[config.mk]
export PLATFORM = sky130hd
export DESIGN_NAME = calc_sequencer_flat
export DESIGN_NICKNAME = d
export VERILOG_FILES = /design/src/rtl/calc_pkg.sv /design/src/rtl/calc_sequencer_if.sv /design/src/rtl/calc_sequencer_fifo.sv /design/src/rtl/calc_sequencer.sv /design/src/flat_wrapper.sv
export SDC_FILE = /design/constraint.sdc
export NUM_CORES = 1
export LEC_CHECK = 0
export ABC_AREA = 0
export CORE_AREA = 2 2 104 66
export CTS_BUF_LIST = sky130_fd_sc_hd__clkbuf_8
export DETAILED_ROUTE_END_ITERATION = 6
export DIE_AREA = 0 0 106 68
export GPL_TIMING_DRIVEN = 1
export PLACE_DENSITY = 0.69
export SLEW_MARGIN = 40
export SYNTH_ARGS = -nofsm -noshare
export SYNTH_HDL_FRONTEND = slang
export SYNTH_SLANG_ARGS = --single-unit
[constraint.sdc]
create_clock -name clk -period 4.8 [get_ports clk]
set_clock_uncertainty 0.05 [all_clocks]
set_input_delay 0.96 -clock clk [delete_from_list [all_inputs] [get_ports clk]]
set_output_delay 0.96 -clock clk [all_outputs]
set_load 0.005 [all_outputs]
[src/rtl/calc_pkg.sv]
// Shared definitions for the calculator command sequencer: opcodes,
// command word layout, FSM states and the guaranteed no-op drive values.
package calc_pkg;

  localparam logic [2:0] OP_AND   = 3'b000;
  localparam logic [2:0] OP_OR    = 3'b001;
  localparam logic [2:0] OP_ADD   = 3'b010;
  localparam logic [2:0] OP_UNDEF = 3'b011;
  localparam logic [2:0] OP_ANDN  = 3'b100;
  localparam logic [2:0] OP_ORN   = 3'b101;
  localparam logic [2:0] OP_SUB   = 3'b110;
  localparam logic [2:0] OP_SLT   = 3'b111;

  localparam int CMD_W    = 11;
  localparam int CTRL_MSB = 10;
  localparam int CTRL_LSB = 8;
  localparam int RD_MSB   = 7;
  localparam int RD_LSB   = 6;
  localparam int WE_MSB   = 5;
  localparam int WE_LSB   = 4;
  localparam int IMM_MSB  = 3;
  localparam int IMM_LSB  = 0;

  // reg0 = reg0 | 0 leaves the calculator untouched on its free-running write
  localparam logic [1:0] NOOP_RD_ADDR = 2'd0;
  localparam logic [1:0] NOOP_WE_ADDR = 2'd0;
  localparam logic [3:0] NOOP_IMM     = 4'd0;
  localparam logic [2:0] NOOP_CTRL    = OP_OR;

  typedef enum logic [1:0] {
    ST_IDLE = 2'd0,
    ST_EXEC = 2'd1,
    ST_READ = 2'd2,
    ST_RESP = 2'd3
  } state_e;

  typedef struct packed {
    logic [2:0] control;
    logic [1:0] rdAddr;
    logic [1:0] weAddr;
    logic [3:0] immediate;
  } cmd_t;

  function automatic cmd_t unpackCmd(input logic [CMD_W-1:0] word);
    cmd_t c;
    c.control   = word[CTRL_MSB:CTRL_LSB];
    c.rdAddr    = word[RD_MSB:RD_LSB];
    c.weAddr    = word[WE_MSB:WE_LSB];
    c.immediate = word[IMM_MSB:IMM_LSB];
    return c;
  endfunction

endpackage

[src/rtl/calc_sequencer_if.sv]
// Command and response handshake bundle between a command producer/consumer
// (master) and the calculator sequencer (slave).
interface calc_sequencer_if;
  import calc_pkg::*;

  logic             cmd_valid;
  logic             cmd_ready;
  logic [CMD_W-1:0] cmd_data;
  logic             rsp_valid;
  logic             rsp_ready;
  logic [3:0]       rsp_data;
  logic [1:0]       rsp_tag;
  logic             rsp_err;

  modport master (
    output cmd_valid, cmd_data, rsp_ready,
    input  cmd_ready, rsp_valid, rsp_data, rsp_tag, rsp_err
  );

  modport slave (
    input  cmd_valid, cmd_data, rsp_ready,
    output cmd_ready, rsp_valid, rsp_data, rsp_tag, rsp_err
  );

endinterface

[src/rtl/calc_sequencer_fifo.sv]
// Command buffer: FIFO_DEPTH x 11-bit FIFO with count-based full/empty.
// No push-through when full, and a pushed word is visible one edge later.
module cmd_fifo
  import calc_pkg::*;
#(
  parameter int FIFO_DEPTH = 4
) (
  input  logic             clk,
  input  logic             rst_n,
  input  logic             push_i,
  input  logic [CMD_W-1:0] pushData_i,
  input  logic             pop_i,
  output logic [CMD_W-1:0] popData_o,
  output logic             full_o,
  output logic             empty_o
);

  localparam int PW = $clog2(FIFO_DEPTH);
  localparam int CW = PW + 1;

  logic [CMD_W-1:0] mem_q [FIFO_DEPTH];
  logic [PW-1:0]    wrPtr_q, rdPtr_q;
  logic [CW-1:0]    count_q;
  logic             doPush, doPop;

  assign full_o    = (count_q == CW'(FIFO_DEPTH));
  assign empty_o   = (count_q == '0);
  assign popData_o = mem_q[rdPtr_q];
  assign doPush    = push_i & ~full_o;
  assign doPop     = pop_i & ~empty_o;

  always_ff @(posedge clk) begin
    if (doPush) mem_q[wrPtr_q] <= pushData_i;
  end

  always_ff @(posedge clk or negedge rst_n) begin
    if (!rst_n) begin
      wrPtr_q <= '0;
      rdPtr_q <= '0;
      count_q <= '0;
    end else begin
      if (doPush) wrPtr_q <= wrPtr_q + 1'b1;
      if (doPop)  rdPtr_q <= rdPtr_q + 1'b1;
      count_q <= count_q + CW'(doPush) - CW'(doPop);
    end
  end

endmodule

[src/rtl/calc_sequencer.sv]
// Issues buffered commands to the calculator one at a time (EXEC), reads the
// written register back (READ) and holds a tagged response (RESP).
module calc_sequencer
  import calc_pkg::*;
#(
  parameter int FIFO_DEPTH = 4
) (
  input  logic                 clk,
  input  logic                 rst_n,
  calc_sequencer_if.slave      bus,
  output logic [1:0]           calc_rd_addr,
  output logic [1:0]           calc_we_addr,
  output logic [3:0]           calc_immediate,
  output logic [2:0]           calc_control,
  input  logic [3:0]           calc_rd_data
);

  state_e           state_q, state_d;
  logic [1:0]       calcRd_q, calcRd_d;
  logic [1:0]       calcWe_q, calcWe_d;
  logic [3:0]       calcImm_q, calcImm_d;
  logic [2:0]       calcCtrl_q, calcCtrl_d;
  logic             rspValid_q, rspValid_d;
  logic [3:0]       rspData_q, rspData_d;
  logic [1:0]       rspTag_q, rspTag_d;
  logic             rspErr_q, rspErr_d;
  logic             pendErr_q, pendErr_d;
  logic             fifoFull, fifoEmpty, fifoPop;
  logic [CMD_W-1:0] fifoData;
  cmd_t             headCmd;

  cmd_fifo #(.FIFO_DEPTH(FIFO_DEPTH)) uCmdFifo (
    .clk        (clk),
    .rst_n      (rst_n),
    .push_i     (bus.cmd_valid),
    .pushData_i (bus.cmd_data),
    .pop_i      (fifoPop),
    .popData_o  (fifoData),
    .full_o     (fifoFull),
    .empty_o    (fifoEmpty)
  );

  assign headCmd        = unpackCmd(fifoData);
  assign bus.cmd_ready  = ~fifoFull;
  assign bus.rsp_valid  = rspValid_q;
  assign bus.rsp_data   = rspData_q;
  assign bus.rsp_tag    = rspTag_q;
  assign bus.rsp_err    = rspErr_q;
  assign calc_rd_addr   = calcRd_q;
  assign calc_we_addr   = calcWe_q;
  assign calc_immediate = calcImm_q;
  assign calc_control   = calcCtrl_q;

  // Reset forces the no-op immediately so an in-flight EXEC write is suppressed
  always_ff @(posedge clk or negedge rst_n) begin
    if (!rst_n) begin
      state_q    <= ST_IDLE;
      calcRd_q   <= NOOP_RD_ADDR;
      calcWe_q   <= NOOP_WE_ADDR;
      calcImm_q  <= NOOP_IMM;
      calcCtrl_q <= NOOP_CTRL;
      rspValid_q <= 1'b0;
      rspData_q  <= '0;
      rspTag_q   <= '0;
      rspErr_q   <= 1'b0;
      pendErr_q  <= 1'b0;
    end else begin
      state_q    <= state_d;
      calcRd_q   <= calcRd_d;
      calcWe_q   <= calcWe_d;
      calcImm_q  <= calcImm_d;
      calcCtrl_q <= calcCtrl_d;
      rspValid_q <= rspValid_d;
      rspData_q  <= rspData_d;
      rspTag_q   <= rspTag_d;
      rspErr_q   <= rspErr_d;
      pendErr_q  <= pendErr_d;
    end
  end

  always_comb begin
    state_d    = state_q;
    calcRd_d   = calcRd_q;
    calcWe_d   = calcWe_q;
    calcImm_d  = calcImm_q;
    calcCtrl_d = calcCtrl_q;
    rspValid_d = rspValid_q;
    rspData_d  = rspData_q;
    rspTag_d   = rspTag_q;
    rspErr_d   = rspErr_q;
    pendErr_d  = pendErr_q;
    fifoPop    = 1'b0;

    case (state_q)
      ST_IDLE: begin
        if (!fifoEmpty) begin
          fifoPop = 1'b1;
          state_d = ST_EXEC;
        end
      end
      // Rewrite the target with itself so READ sees the EXEC result
      ST_EXEC: begin
        calcRd_d   = calcWe_q;
        calcImm_d  = NOOP_IMM;
        calcCtrl_d = OP_OR;
        state_d    = ST_READ;
      end
      ST_READ: begin
        rspValid_d = 1'b1;
        rspData_d  = calc_rd_data;
        rspTag_d   = calcWe_q;
        rspErr_d   = pendErr_q;
        calcRd_d   = NOOP_RD_ADDR;
        calcWe_d   = NOOP_WE_ADDR;
        calcImm_d  = NOOP_IMM;
        calcCtrl_d = NOOP_CTRL;
        state_d    = ST_RESP;
      end
      ST_RESP: begin
        if (bus.rsp_ready) begin
          rspValid_d = 1'b0;
          if (!fifoEmpty) begin
            fifoPop = 1'b1;
            state_d = ST_EXEC;
          end else begin
            state_d = ST_IDLE;
          end
        end
      end
      default: state_d = ST_IDLE;
    endcase

    if (fifoPop) begin
      calcRd_d   = headCmd.rdAddr;
      calcWe_d   = headCmd.weAddr;
      calcImm_d  = headCmd.immediate;
      calcCtrl_d = headCmd.control;
      pendErr_d  = (headCmd.control == OP_UNDEF);
    end
  end

endmodule

[src/flat_wrapper.sv]
// flat-port wrapper written by rule: the top's interface ports become plain ports
module calc_sequencer_flat import calc_pkg::*;
#(
  parameter int FIFO_DEPTH = 4
)
  (clk, rst_n, calc_rd_addr, calc_we_addr, calc_immediate, calc_control, calc_rd_data, bus_cmd_valid, bus_cmd_data, bus_rsp_ready, bus_cmd_ready, bus_rsp_valid, bus_rsp_data, bus_rsp_tag, bus_rsp_err);
  calc_sequencer_if bus_i ();
  input  logic clk;
  input  logic rst_n;
  output logic [1:0] calc_rd_addr;
  output logic [1:0] calc_we_addr;
  output logic [3:0] calc_immediate;
  output logic [2:0] calc_control;
  input  logic [3:0] calc_rd_data;
  input wire logic [$bits(bus_i.cmd_valid)-1:0] bus_cmd_valid;
  input wire logic [$bits(bus_i.cmd_data)-1:0] bus_cmd_data;
  input wire logic [$bits(bus_i.rsp_ready)-1:0] bus_rsp_ready;
  output wire logic [$bits(bus_i.cmd_ready)-1:0] bus_cmd_ready;
  output wire logic [$bits(bus_i.rsp_valid)-1:0] bus_rsp_valid;
  output wire logic [$bits(bus_i.rsp_data)-1:0] bus_rsp_data;
  output wire logic [$bits(bus_i.rsp_tag)-1:0] bus_rsp_tag;
  output wire logic [$bits(bus_i.rsp_err)-1:0] bus_rsp_err;
  assign bus_i.cmd_valid = bus_cmd_valid;
  assign bus_i.cmd_data = bus_cmd_data;
  assign bus_i.rsp_ready = bus_rsp_ready;
  assign bus_cmd_ready = bus_i.cmd_ready;
  assign bus_rsp_valid = bus_i.rsp_valid;
  assign bus_rsp_data = bus_i.rsp_data;
  assign bus_rsp_tag = bus_i.rsp_tag;
  assign bus_rsp_err = bus_i.rsp_err;
  calc_sequencer #(.FIFO_DEPTH(FIFO_DEPTH)) u_core (.clk(clk), .rst_n(rst_n), .bus(bus_i), .calc_rd_addr(calc_rd_addr), .calc_we_addr(calc_we_addr), .calc_immediate(calc_immediate), .calc_control(calc_control), .calc_rd_data(calc_rd_data));
endmodule
## Word level (Yosys, flattened, before mapping)

Memory sizes are Yosys's and may differ from the RTL's.
Cells that the tools add are included.

| operators by class | value |
|---|---|
| $add $sub $neg | 4 |
| equality and inequality tests | 7 |
| mux-type cells | 19 |
| bitwise operators | 4 |
| reductions and logical operators | 9 |

Operator list:

| kind | number |
|---|---|
| 2-to-1 mux 2 bit | 5 |
| 2-to-1 mux 4 bit | 2 |
| one-hot mux 2 bit (4 select lines) | 1 |
| 2-to-1 mux 1 bit | 6 |
| 2-to-1 mux 3 bit | 2 |
| nonzero test 2 bit | 3 |
| adder 2 x 1 -> 2 bit, second input constant | 2 |
| == test 2 bit, second input constant | 2 |
| inequality test 2 bit, second input constant | 2 |
| one-hot mux 1 bit (2 select lines) | 2 |
| one-hot mux 2 bit (2 select lines) | 1 |
| AND reduction 2 bit | 2 |
| adder 3 x 1 -> 3 bit | 1 |
| == test 3 x 2 -> 1 bit, second input constant | 1 |
| == test 3 bit, second input constant | 1 |
| logical NOT 3 bit | 1 |
| nonzero test 3 bit | 1 |
| subtractor 3 x 1 -> 3 bit | 1 |
| bitwise AND 1 bit | 2 |
| == test 2 x 1 -> 1 bit, second input constant | 1 |
| logical NOT 2 bit | 1 |
| NOT 1 bit | 2 |
| OR reduction 2 bit | 1 |

| word-level totals | value |
|---|---|
| register bits | 29 |
| RAM bits | 44 |
| input port bits | 19 |
| memories kept | 1 |

Memory list:

| name | depth | width | read ports | clocked after memory_dff | wr ports | RTL line | text |
|---|---|---|---|---|---|---|---|
| u_core.uCmdFifo.mem_q | 4 | 11 | 1 | 0 | 1 | calc_sequencer_fifo.sv:21 | `logic [CMD_W-1:0] mem_q [FIFO_DEPTH];` |

## Depth between registers and ports, before layout

| depth | value |
|---|---|
| word-level depth | 6 |
| gate-level depth with buffers | 10 |
| mapped depth without buffers | 10 |

## Modules after synthesis

From an unflattened synthesis, not the netlist that was laid out.

| unflattened totals | value |
|---|---|
| cells, all modules | 182 |
| area total of the unflattened synthesis | 3169.3 µm² |

Modules (own cells, without submodules):

| module | instances | cells each | area an instance (µm²) | seq. area each (µm²) |
|---|---|---|---|---|
| cmd_fifo | 1 | 99 | 2064.5 | 1496.4 |
| calc_sequencer | 1 | 83 | 1104.8 | 551.8 |

## Least setup slack after synthesis

Ideal clock, no wire load.

| timing path | value |
|---|---|
| kind | input to register |
| from | input bus_rsp_ready |
| to | register u_core.uCmdFifo.count_q[2] |
| library setup time | 0.123 ns |
| data arrival time | 2.609 ns |
| required time | 4.627 ns |
| setup slack | 2.018 ns |
| stages on the path | 8 |
| cell sequence | a21oi_1 nor3_4 ha_1 inv_1 ha_1 fa_1 xnor2_1 xnor2_1 |

| on the way | value |
|---|---|
| cells in the longest elaborated chain, start to end | 4 |

RTL lines:

| element | RTL line | text |
|---|---|---|
| start, declared | flat_wrapper.sv:17 | `input wire logic [$bits(bus_i.rsp_ready)-1:0] bus_rsp_ready;` |
| 2-to-1 mux 1 bit | calc_sequencer.sv:120 | `if (bus.rsp_ready) begin` |
| one-hot mux 1 bit (2 select lines) | calc_sequencer.sv:94 | `case (state_q)` |
| bitwise AND 1 bit | calc_sequencer_fifo.sv:30 | `assign doPop = pop_i & ~empty_o;` |
| named net u_core.uCmdFifo.doPop | calc_sequencer_fifo.sv:24 | `logic doPush, doPop;` |
| subtractor 3 x 1 -> 3 bit | calc_sequencer_fifo.sv:44 | `count_q <= count_q + CW'(doPush) - CW'(doPop);` |
| end signal, assigned | calc_sequencer_fifo.sv:44 |  |
| end, declared | calc_sequencer_fifo.sv:23 | `logic [CW-1:0] count_q;` |

The timed path passes the listed nets, and every way through them passes these cells.
A chain may end at the register's enable or synchronous reset.

## Worst setup path after layout

Ends and elaborated chain as after synthesis.

==> reports/summary.json <==
{
  "sta": {
    "min_period_ps": 3190,
    "rsz_0062_raised_after_global_routing": "no",
    "setup_viol": 0,
    "worst-slew-pin-transition_ps": 684,
    "fin_crit_sh_pct": 66.4,
    "timing.slew.headroom_pct": 54.4,
    "finalSetupTns_ps": 0,
    "report.final.slew_viol_count": 0,
    "hold_viol_final": 0,
    "fmax_mhz": 314,
    "layout_setup_ws_ps": 1610
  },
  "synthesis": {
    "synth-warning-count": 0,
    "post_synth_fa_ha_maj_area_fraction_pct": 4.78,
    "synth-seq-cells": 73,
    "synth-seq-area-share_pct": 67.5,
    "synth-edff-count": 44,
    "synthFlopType": "sky130_fd_sc_hd__edfxtp_1",
    "syn_area_mm2": 0.00304,
    "synthSimpleGateAreaFrac_pct": 6.92,
    "ys_async_sr_fraction_pct": 39.7,
    "synthCells": 180,
    "synth_compound_gate_area_share_pct": 3.79,
    "synth.lib_cells_used.distinct": 36,
    "synthesis.nets": 210,
    "synth_top_family_by_area": "multiplexers",
    "mux_share_of_post_synthesis_cell_area_pct": 13.0,
    "xor_xnor_share_of_the_synthesized_area_pct": 1.44,
    "syn-mean-instance-area_um2": 16.9
  },
  "floorplan": {
    "pin_count": 39,
    "initial_utilization_pct": 47.7,
    "fp-row-count": 23,
    "placeable_core_region_mm2": 0.00636,
    "dieHeight_um": 68,
    "die_area_mm2": 0.00721,
    "fp.dieW_um": 106
  },
  "final_layout": {
    "num_antenna_cells": 0,
    "layout.nets": 253,
    "layout.cells.most_common_list": "44 x sky130_fd_sc_hd__edfxtp_1, 38 x sky130_fd_sc_hd__clkdlybuf4s50_1, 27 x sky130_fd_sc_hd__dfrtp_1",
    "syn_to_final_growth_pct": 21.6,
    "layout-drive-gt1-share_pct": 20.6,
    "final_common_cell": "sky130_fd_sc_hd__edfxtp_1"
  },
  "pwr": {
    "power.net_switching_mw": 0.755,
    "power.density_cell_area_mw_per_mm2": 618,
    "sequential_share_of_power_pct": 43.5,
    "p_int_mw": 1.53,
    "total_leakage_power_nw": 1.42,
    "power.switching_fraction_pct": 33.1,
    "max-vdd-ir-drop_mv": 0.230,
    "combinationalPowerShare_pct": 36.2,
    "clock_power_share_pct": 20.4
  },
  "worst_setup_path": {
    "path_delay_family": "adder cells",
    "data_arrival_critical_path_ps": 3400,
    "worst_path_max_delay_cell": "sky130_fd_sc_hd__a21oi_1",
    "critical_path.startpoint_type": "input port",
    "worst_path_largest_cell_delay_ps": 590,
    "crit_chain": "clkdlybuf4s50_1 -> a21oi_1 -> nor3_4 -> ha_1 -> inv_1 -> ha_1 -> fa_1 -> xnor2_1 -> xnor2_1",
    "crit_required_ps": 5020,
    "crit_type": "input port to register",
    "setup.worst_path.end_class": "register",
    "cp.buffers_inverters": 2,
    "critical_path_peak_fanout": 8
  },
  "clocking": {
    "clkTransAtPathRegs_ps": 70,
    "post_cts_hold_buffer_count": 0,
    "cts_resized": 0,
    "cts_htree_levels": 3,
    "clockBufferDepth": 2,
    "postCtsSetupBuffers": 0,
    "clk_root_buffer_cell": "sky130_fd_sc_hd__clkbuf_8",
    "cts_tree": "yes",
    "cts.sink_count": 73,
    "clk-insertion-delay-late_ps": 340,
    "cts_buffers": 9
  },
  "route": {
    "detail_route.vias_per_cell": 5.05,
    "drt_wl_total_um": 5220,
    "via_count": 1591,
    "first_pass_iters": 4,
    "ant_nets": 0,
    "drt_drc_violations_left": 0,
    "first_iter_violations": 52,
    "drt-wirelength-per-cell_um": 16.6
  },
  "global_route": {
    "grt_pass1_wl_um": 8370,
    "grt.overflow.total": 0,
    "grt_start_max_net_pins": 30,
    "first_global_vias": 1581,
    "grt_usage_pct": 16.3,
    "grt_antenna_before_repair": 0
  },
  "hold_path": {
    "min_delay_path_class": "register to register"
  },
  "placement": {
    "post-dp-hpwl_um": 3670,
    "gp_congestion": 0.749,
    "dp_worst_setup_slack_ps": 1260,
    "placement.io_buffers": 38
  },
  "outcome": {
    "run_status": "completed"
  },
  "job": {
    "drv.max_cap_violation_count": 0
  }
}
[stage by stage]
stage	hold slack, ps	power, mW	util [%]	cell area [um2]	cells
finish	459	2.28	58.0	3690	315
detailed placement	444	1.84	54.9	3490	299
global route	479	2.44	58.0	3690	315
CTS	461	2.31	58.0	3690	315
global placement	440	1.82	54.9	3490	299
floorplan	429	1.56	-	3040	180
[kinds of logic (layout without fill, tap and decap cells)]
group | count (synthesis) | in the layout
flip-flops | 73 | 73
AND/OR/NAND/NOR | 32 | 32
multiplexers | 24 | 24
buffers and inverters | 18 | 66
AO/OA/AOI/OAI | 17 | 17
adder cells (fa/ha/maj) | 11 | 11
XOR/XNOR | 5 | 5
[routing by layer]
metal	GRT usage [%]	vias to the layer above	routed length (um)
li1	-	775	-
met1	23.1	776	2680
met2	23.3	31	2250
met3	5.71	9	221
met4	6.41	0	74
met5	0	-	0
[final timing paths]
check                                             startpoint  cells past startpoint                              endpoint  slack, ps
min                        u_core.bus.rsp_tag[1]$_DFFE_PN0P_                      1     u_core.bus.rsp_tag[1]$_DFFE_PN0P_        460
max in group asynchronous                              rst_n                      2    u_core.calc_control[0]$_DFFE_PN1P_       3450
max                                            bus_rsp_ready                      9  u_core.uCmdFifo.count_q[2]$_DFF_PN0_       1610
min in group asynchronous                              rst_n                      2    u_core.bus.rsp_data[1]$_DFFE_PN0P_        940
max reg2reg                    u_core.state_q[0]$_DFFE_PN0P_                     10  u_core.uCmdFifo.count_q[2]$_DFF_PN0_       1980
min reg2reg                u_core.bus.rsp_tag[1]$_DFFE_PN0P_                      1     u_core.bus.rsp_tag[1]$_DFFE_PN0P_        460
[power by group through the flow]
stage                     Sequential, mW  Clock, mW  Combinational, mW
after floorplan                    0.949          0              0.607
after global placement              1.00          0              0.821
after detailed placement            1.01          0              0.837
after CTS                          0.996      0.480              0.838
after global routing                1.02      0.508              0.909
final                              0.991      0.465              0.824
[final cells by class]
type / count / area [um2]
timing repair buffer: 39 / 388
inverter: 11 / 41.3
clock inverter: 7 / 70.1
multi-input combinational: 89 / 908
tap: 87 / 109
clock buffer: 9 / 124
fill: 501 / 2670
sequential: 73 / 2050
[sequential cells by signal, indices dropped and copies added (netlist names)]
name,flops
u_core.calc_rd_addr,2
u_core.calc_control,3
u_core.uCmdFifo.rdPtr_q,2
u_core.bus.rsp_err,1
u_core.calc_immediate,4
u_core.uCmdFifo.count_q,3
u_core.state_q,2
u_core.bus.rsp_valid,1
u_core.bus.rsp_tag,2
u_core.uCmdFifo.wrPtr_q,2
u_core.pendErr_q,1
u_core.uCmdFifo.mem_q,44
u_core.bus.rsp_data,4
u_core.calc_we_addr,2
[Yosys cell counts, types with 2 or more instances]
cell	count	share of area, %
sky130_fd_sc_hd__mux2i_1	3	0.99
sky130_fd_sc_hd__nand4_1	10	2.1
sky130_fd_sc_hd__buf_2	3	0.49
sky130_fd_sc_hd__clkbuf_1	3	0.37
sky130_fd_sc_hd__edfxtp_1	44	44
sky130_fd_sc_hd__o21ai_0	3	0.49
sky130_fd_sc_hd__nand2_1	6	0.74
sky130_fd_sc_hd__nor2b_1	2	0.41
sky130_fd_sc_hd__nand2b_1	2	0.41
sky130_fd_sc_hd__and3_2	4	0.99
sky130_fd_sc_hd__nor2_1	2	0.25
sky130_fd_sc_hd__inv_1	10	1.2
sky130_fd_sc_hd__xnor2_1	4	1.2
sky130_fd_sc_hd__mux4_2	11	8.2
sky130_fd_sc_hd__ha_1	10	4.1
sky130_fd_sc_hd__mux2_2	9	3.3
sky130_fd_sc_hd__o211ai_1	6	1.5
sky130_fd_sc_hd__dfrtp_1	28	23
sky130_fd_sc_hd__a21oi_1	3	0.49
No activity file was read; power rests on OpenSTA's default activity.
